[src/rtl/pc_pkg.sv]
// Shared constants and types for the fetch-stage program counter.
//   PC_AW, PC_INC, PC_RESET, RAS_DEPTH_DEF : default parameter values
//   npc_sel_e                              : next-PC mux select
package pc_pkg;

  localparam int unsigned PC_AW         = 8;
  localparam int unsigned PC_INC        = 4;
  localparam int unsigned PC_RESET      = 0;
  localparam int unsigned RAS_DEPTH_DEF = 4;

  typedef enum logic [2:0] {
    SEL_RESET,
    SEL_BRANCH,
    SEL_HOLD,
    SEL_RET,
    SEL_SEQ
  } npc_sel_e;

endpackage

[src/rtl/return_stack.sv]
// Circular return-address stack with overwrite-on-overflow.
//   clk, reset : clock, synchronous active-high reset
//   push, pop  : stack operations (both together replace the top entry)
//   din        : address pushed
//   top        : current top entry (valid when !empty)
//   empty/full : derived from the registered entry count
//   err        : sticky; push-when-full or pop-when-empty, cleared by reset
// DEPTH must be at least 2.
module return_stack
  import pc_pkg::*;
#(
  parameter int unsigned AW    = PC_AW,
  parameter int unsigned DEPTH = RAS_DEPTH_DEF
) (
  input  logic          clk,
  input  logic          reset,
  input  logic          push,
  input  logic          pop,
  input  logic [AW-1:0] din,
  output logic [AW-1:0] top,
  output logic          empty,
  output logic          full,
  output logic          err
);

  localparam int unsigned PW = (DEPTH > 1) ? $clog2(DEPTH) : 1;
  localparam int unsigned CW = $clog2(DEPTH + 1);

  logic [AW-1:0] mem [DEPTH];
  logic [PW-1:0] ptr;
  logic [PW-1:0] ptr_inc;
  logic [PW-1:0] ptr_dec;
  logic [CW-1:0] count;
  logic          do_replace;
  logic          do_push;
  logic          do_pop;

  // Pointer wrap written explicitly so non-power-of-two depths work.
  assign ptr_inc = (ptr == PW'(DEPTH - 1)) ? '0 : ptr + PW'(1);
  assign ptr_dec = (ptr == '0) ? PW'(DEPTH - 1) : ptr - PW'(1);

  assign empty = (count == '0);
  assign full  = (count == CW'(DEPTH));
  assign top   = mem[ptr];

  // Push+pop on a non-empty stack is a top replacement; on an empty stack
  // it degrades to a plain push (the failed pop still flags err).
  always_comb begin
    do_replace = 1'b0;
    do_push    = 1'b0;
    do_pop     = 1'b0;
    do_replace = push & pop & ~empty;
    do_push    = push & ~do_replace;
    do_pop     = pop & ~push & ~empty;
  end

  // Pointer, count and sticky error.
  always_ff @(posedge clk) begin
    if (reset) begin
      ptr   <= '0;
      count <= '0;
      err   <= 1'b0;
    end else begin
      if (do_push) begin
        ptr <= ptr_inc;
        // When full the oldest entry is overwritten and count saturates.
        if (!full) count <= count + CW'(1);
      end else if (do_pop) begin
        ptr   <= ptr_dec;
        count <= count - CW'(1);
      end
      if ((do_push & full) | (pop & empty)) err <= 1'b1;
    end
  end

  // Entry storage; contents are don't-care after reset.
  always_ff @(posedge clk) begin
    if (!reset) begin
      if (do_push)         mem[ptr_inc] <= din;
      else if (do_replace) mem[ptr]     <= din;
    end
  end

endmodule

[src/rtl/pc_fetch_unit.sv]
// Fetch-stage program counter with branch redirect and return-address stack.
//   clk, reset        : clock, synchronous active-high reset
//   E                 : fetch enable (0 = stall, PC held)
//   branch_taken      : redirect request; wins over a stall
//   branch_target     : redirect address
//   call, ret         : push pc_plus / pop into PC; ignored while stalled
//   pc                : registered fetch PC
//   pc_plus           : pc + INC, combinational from pc, wraps mod 2^AW
//   redirect          : registered, high the cycle after a branch/return load
//   ras_empty/full    : stack occupancy flags
//   ras_err           : sticky stack over/underflow flag
module pc_fetch_unit
  import pc_pkg::*;
#(
  parameter int unsigned AW        = PC_AW,
  parameter int unsigned INC       = PC_INC,
  parameter int unsigned RESET_PC  = PC_RESET,
  parameter int unsigned RAS_DEPTH = RAS_DEPTH_DEF
) (
  input  logic          clk,
  input  logic          reset,
  input  logic          E,
  input  logic          branch_taken,
  input  logic [AW-1:0] branch_target,
  input  logic          call,
  input  logic          ret,
  output logic [AW-1:0] pc,
  output logic [AW-1:0] pc_plus,
  output logic          redirect,
  output logic          ras_empty,
  output logic          ras_full,
  output logic          ras_err
);

  logic          adv;
  logic          ras_push;
  logic          ras_pop;
  logic [AW-1:0] ras_top;
  logic [AW-1:0] pc_next;
  npc_sel_e      sel;

  assign pc_plus = pc + AW'(INC);

  // A branch advances fetch even during a stall; call/ret need an advance.
  assign adv      = E | branch_taken;
  assign ras_push = call & adv;
  assign ras_pop  = ret & adv;

  return_stack #(
    .AW    (AW),
    .DEPTH (RAS_DEPTH)
  ) u_ras (
    .clk   (clk),
    .reset (reset),
    .push  (ras_push),
    .pop   (ras_pop),
    .din   (pc_plus),
    .top   (ras_top),
    .empty (ras_empty),
    .full  (ras_full),
    .err   (ras_err)
  );

  // Next-PC select in priority order.
  always_comb begin
    sel = SEL_SEQ;
    if (reset)                  sel = SEL_RESET;
    else if (branch_taken)      sel = SEL_BRANCH;
    else if (!E)                sel = SEL_HOLD;
    else if (ret && !ras_empty) sel = SEL_RET;
  end

  always_comb begin
    pc_next = pc_plus;
    unique case (sel)
      SEL_RESET:  pc_next = AW'(RESET_PC);
      SEL_BRANCH: pc_next = branch_target;
      SEL_HOLD:   pc_next = pc;
      SEL_RET:    pc_next = ras_top;
      default:    pc_next = pc_plus;
    endcase
  end

  // PC register and one-cycle redirect flag.
  always_ff @(posedge clk) begin
    if (reset) begin
      pc       <= AW'(RESET_PC);
      redirect <= 1'b0;
    end else begin
      pc       <= pc_next;
      redirect <= (sel == SEL_BRANCH) || (sel == SEL_RET);
    end
  end

endmodule

[config.mk]
export PLATFORM = sky130hd
export DESIGN_NAME = pc_fetch_unit
export DESIGN_NICKNAME = d
export VERILOG_FILES = /design/src/rtl/pc_pkg.sv /design/src/rtl/return_stack.sv /design/src/rtl/pc_fetch_unit.sv
export SDC_FILE = /design/constraint.sdc
export NUM_CORES = 1
export LEC_CHECK = 0
export CAP_MARGIN = 20
export CORE_AREA = 2 2 73 75
export DETAILED_ROUTE_END_ITERATION = 6
export DIE_AREA = 0 0 75 77
export PLACE_DENSITY = 0.73
export SLEW_MARGIN = 30
export SYNTH_ARGS = -nofsm -noshare
export SYNTH_HDL_FRONTEND = slang
export SYNTH_HIERARCHICAL = 1
export SYNTH_SLANG_ARGS = --single-unit
[constraint.sdc]
create_clock -name clk -period 3.17 [get_ports clk]
set_clock_uncertainty 0.2 [all_clocks]
set_input_delay 0.317 -clock clk [delete_from_list [all_inputs] [get_ports clk]]
set_output_delay 0.317 -clock clk [all_outputs]
set_load 0.05 [all_outputs]
==> qor.csv <==
metric,value,unit
Least-Margin Pin Slew,0.560,ns
first-pass GRT wire length,7870,µm
top routing layer in use,met4,
Via density,5.49,
synthesized flop and latch total,49,
crit path launch type,flop,
HPWL Detailed,3510,µm
sequential share of the synthesized area,53.0,%
crit path DAT,2.44,ns
core area,4980,µm²
Cells after DPL,299,
multiplexer share of the synthesized area,11.3,%
Syn Area/Cell,12.3,µm²
via count,1686,
initial antenna violation count,0,
Syn Nets,217,
hold buffers post-CTS,0,
setup TNS,0,ns
XOR/XNOR Fraction of Synth Area,2.14,%
post-route insts no fill,307,
Yosys warnings,6,
area of the die,5780,µm²
Die Ht,77,µm
vias in the first global route,1602,
Final Util,59.4,%
CTS Buf Count,5,
Max Freq,339,MHz
met3 WL post-DR,220,µm
PwrDens,569,nW/µm²
CTS tree,built,
Starting Density,49.3,%
share of cells above drive strength 1,17.3,%
Met2 Routed Length,2510,µm
Adder-Cell Fraction of Synth Area,2.34,%
CP required,2.65,ns
Crit Path Max Fanout,6,
Synth Area in Compound Gates,10.0,%
cts repair resizes,0,
metal1 wirelength,2170,µm
kind of critical path,reg2out,
Final Wtd Congestion,0.804,
# setup viols final,0,
Layout fillers,418,
Post-synth EDFFs,32,
Routed WL,4950,µm
Die Span X,75,µm
Slew Limit Fails,0,
Max IR drop VDD,0.329,mV
Site Rows,26,
CP endpoint kind,primary output,
GR Overflow Total,0,
share of the clock period used by the worst path,93.2,%
Initial DRC Count,151,
Post-Synth Simple-Gate Area,16.2,%
HP Class,reg2reg,
root buf cell,clkbuf_8,
H-Tree Level Count,2,
Most used DFF post-synth,edfxtp_1,
Static Leakage,0.00102,µW
DRC,0,
DR pass1 iterations,4,
Post-Syn Area,2460,µm²
Post-CTS Setup Inserts,0,
synth unique cells,52,
synthesized instance count,199,
nets@finish,254,
Clock Latency Late Sink,0.30,ns
Total GRT Usage,18.2,%
ANT cells,0,
Post-DRT Antenna Nets,0,
Final Hold Viols,0,
"Reg clk slew, reported paths",0.09,ns
max_slew headroom,62.6,%
Wirelength per Cell,16.1,µm
Area Growth Syn to Fin,20.3,%
clk buf depth,2,
IO Pins,34,
I/O Buffers,33,
clock sink count,49,
outcome,"finished, final reports clean",
Final min period,2.95,ns
share of synthesized flip-flops with an asynchronous set or reset,0,%
largest family of logic cells by synthesized area,simple AND/OR/NAND/NOR gates,
unrepaired setup endpoints after global routing,no,
pin count of the biggest net entering global routing,19,
MaxCap Viol Count,0,
## placed cells by master, fill, tap and decap left out, types with 3 or more instances in the layout
cell type,Yosys,routed
clkbuf_8,0,5
mux4_2,8,8
clkdlybuf4s50_1,0,33
edfxtp_1,32,32
xor2_1,4,4
nand3_1,10,10
mux2i_1,4,4
nand2b_1,6,6
inv_1,9,9
or3_1,3,3
ha_1,3,3
buf_4,2,11
nor2b_1,4,4
a21oi_1,11,11
nor2_1,10,10
nand3b_1,3,3
nor3_1,4,4
o21ai_0,5,5
nand2_1,8,8
a31oi_1,3,3
mux2_2,5,5
dfxtp_1,17,17
## through the flow
stage,cell area (µm²),power (µW),hold WS (ns),setup WS [ns]
2_1_floorplan,2460,1190,0.186,0.275
3_3_place_gp,2870,1330,0.235,0.400
3_5_place_dp,2870,1340,0.240,0.325
4_1_cts,2950,1690,0.255,0.197
5_1_grt,2950,1770,0.297,0.0841
6_report,2950,1680,0.250,0.217
## logic make-up (layout without fill, tap and decap cells)
| kind of cell | count (synthesis) | after routing |
|---|---|---|
| DFF | 49 | 49 |
| buffers and inverters | 23 | 61 |
| AOI/OAI and AO/OA | 35 | 35 |
| xor gates and xnor gates | 6 | 6 |
| and+or+nand+nor | 65 | 65 |
| muxes | 17 | 17 |
| adders and majority gates | 4 | 4 |
## state kept, by name, summed over array words and instances, names as in the netlist, named ones only
name / count
u_ras/mem: 32
u_ras/err: 1
redirect: 1
u_ras/ptr: 2
pc: 8
u_ras/count: 3
## synth_stat cells (all sizes together) (5+ instances only)
cell	instances	share of area (%)
edfxtp	32	39
dfxtp	17	14
buf	12	3.4
a21oi	11	2.2
nand3	10	2.0
nor2	10	1.5
inv	9	1.4
mux4	8	7.3
nand2	8	1.2
nand2b	6	1.5
mux2	5	2.3
o21ai	5	1.0
## power by group
part / switching [µW] / internal (µW)
combinational: 288 / 215
sequential: 71.6 / 744
clock: 205 / 156
## routing by layer
| layer | up-vias | track usage (%) |
|---|---|---|
| met4 | 0 | 4.82 |
| met2 | 36 | 29.5 |
| met5 | - | 0 |
| met1 | 831 | 24.4 |
| li1 | 815 | - |
| met3 | 4 | 4.20 |
## cell type report
type                            count  area [µm²]  share of cell area [%]
Multi-Input combinational cell    127        1030                    34.9
Inverter                            9        33.8                    1.14
Timing Repair Buffer               44         413                    14.0
Clock buffer                        6        72.6                    2.46
Clock inverter                      2        15.0                   0.508
Sequential cell                    49        1300                    44.0
Tap cell                           70        87.6                    2.96
## worst paths after layout
kind,startpoint,end,slack [ns],cells after the start
worst max register to register,u_ras/count[0],u_ras/count[2],0.64,6
worst min register to register,u_ras/err,u_ras/err,0.25,2
worst max-delay path,pc[4],pc_plus[7],0.22,4
worst min-delay path,u_ras/err,u_ras/err,0.25,2
## worst max-delay path: stages (launching register included)
cell and delay, ns:
dfxtp_1 0.45, and3_4 0.25, and3_4 0.20, xor2_1 0.35, clkdlybuf4s50_1 0.88
(Power assumes the default switching activity.)
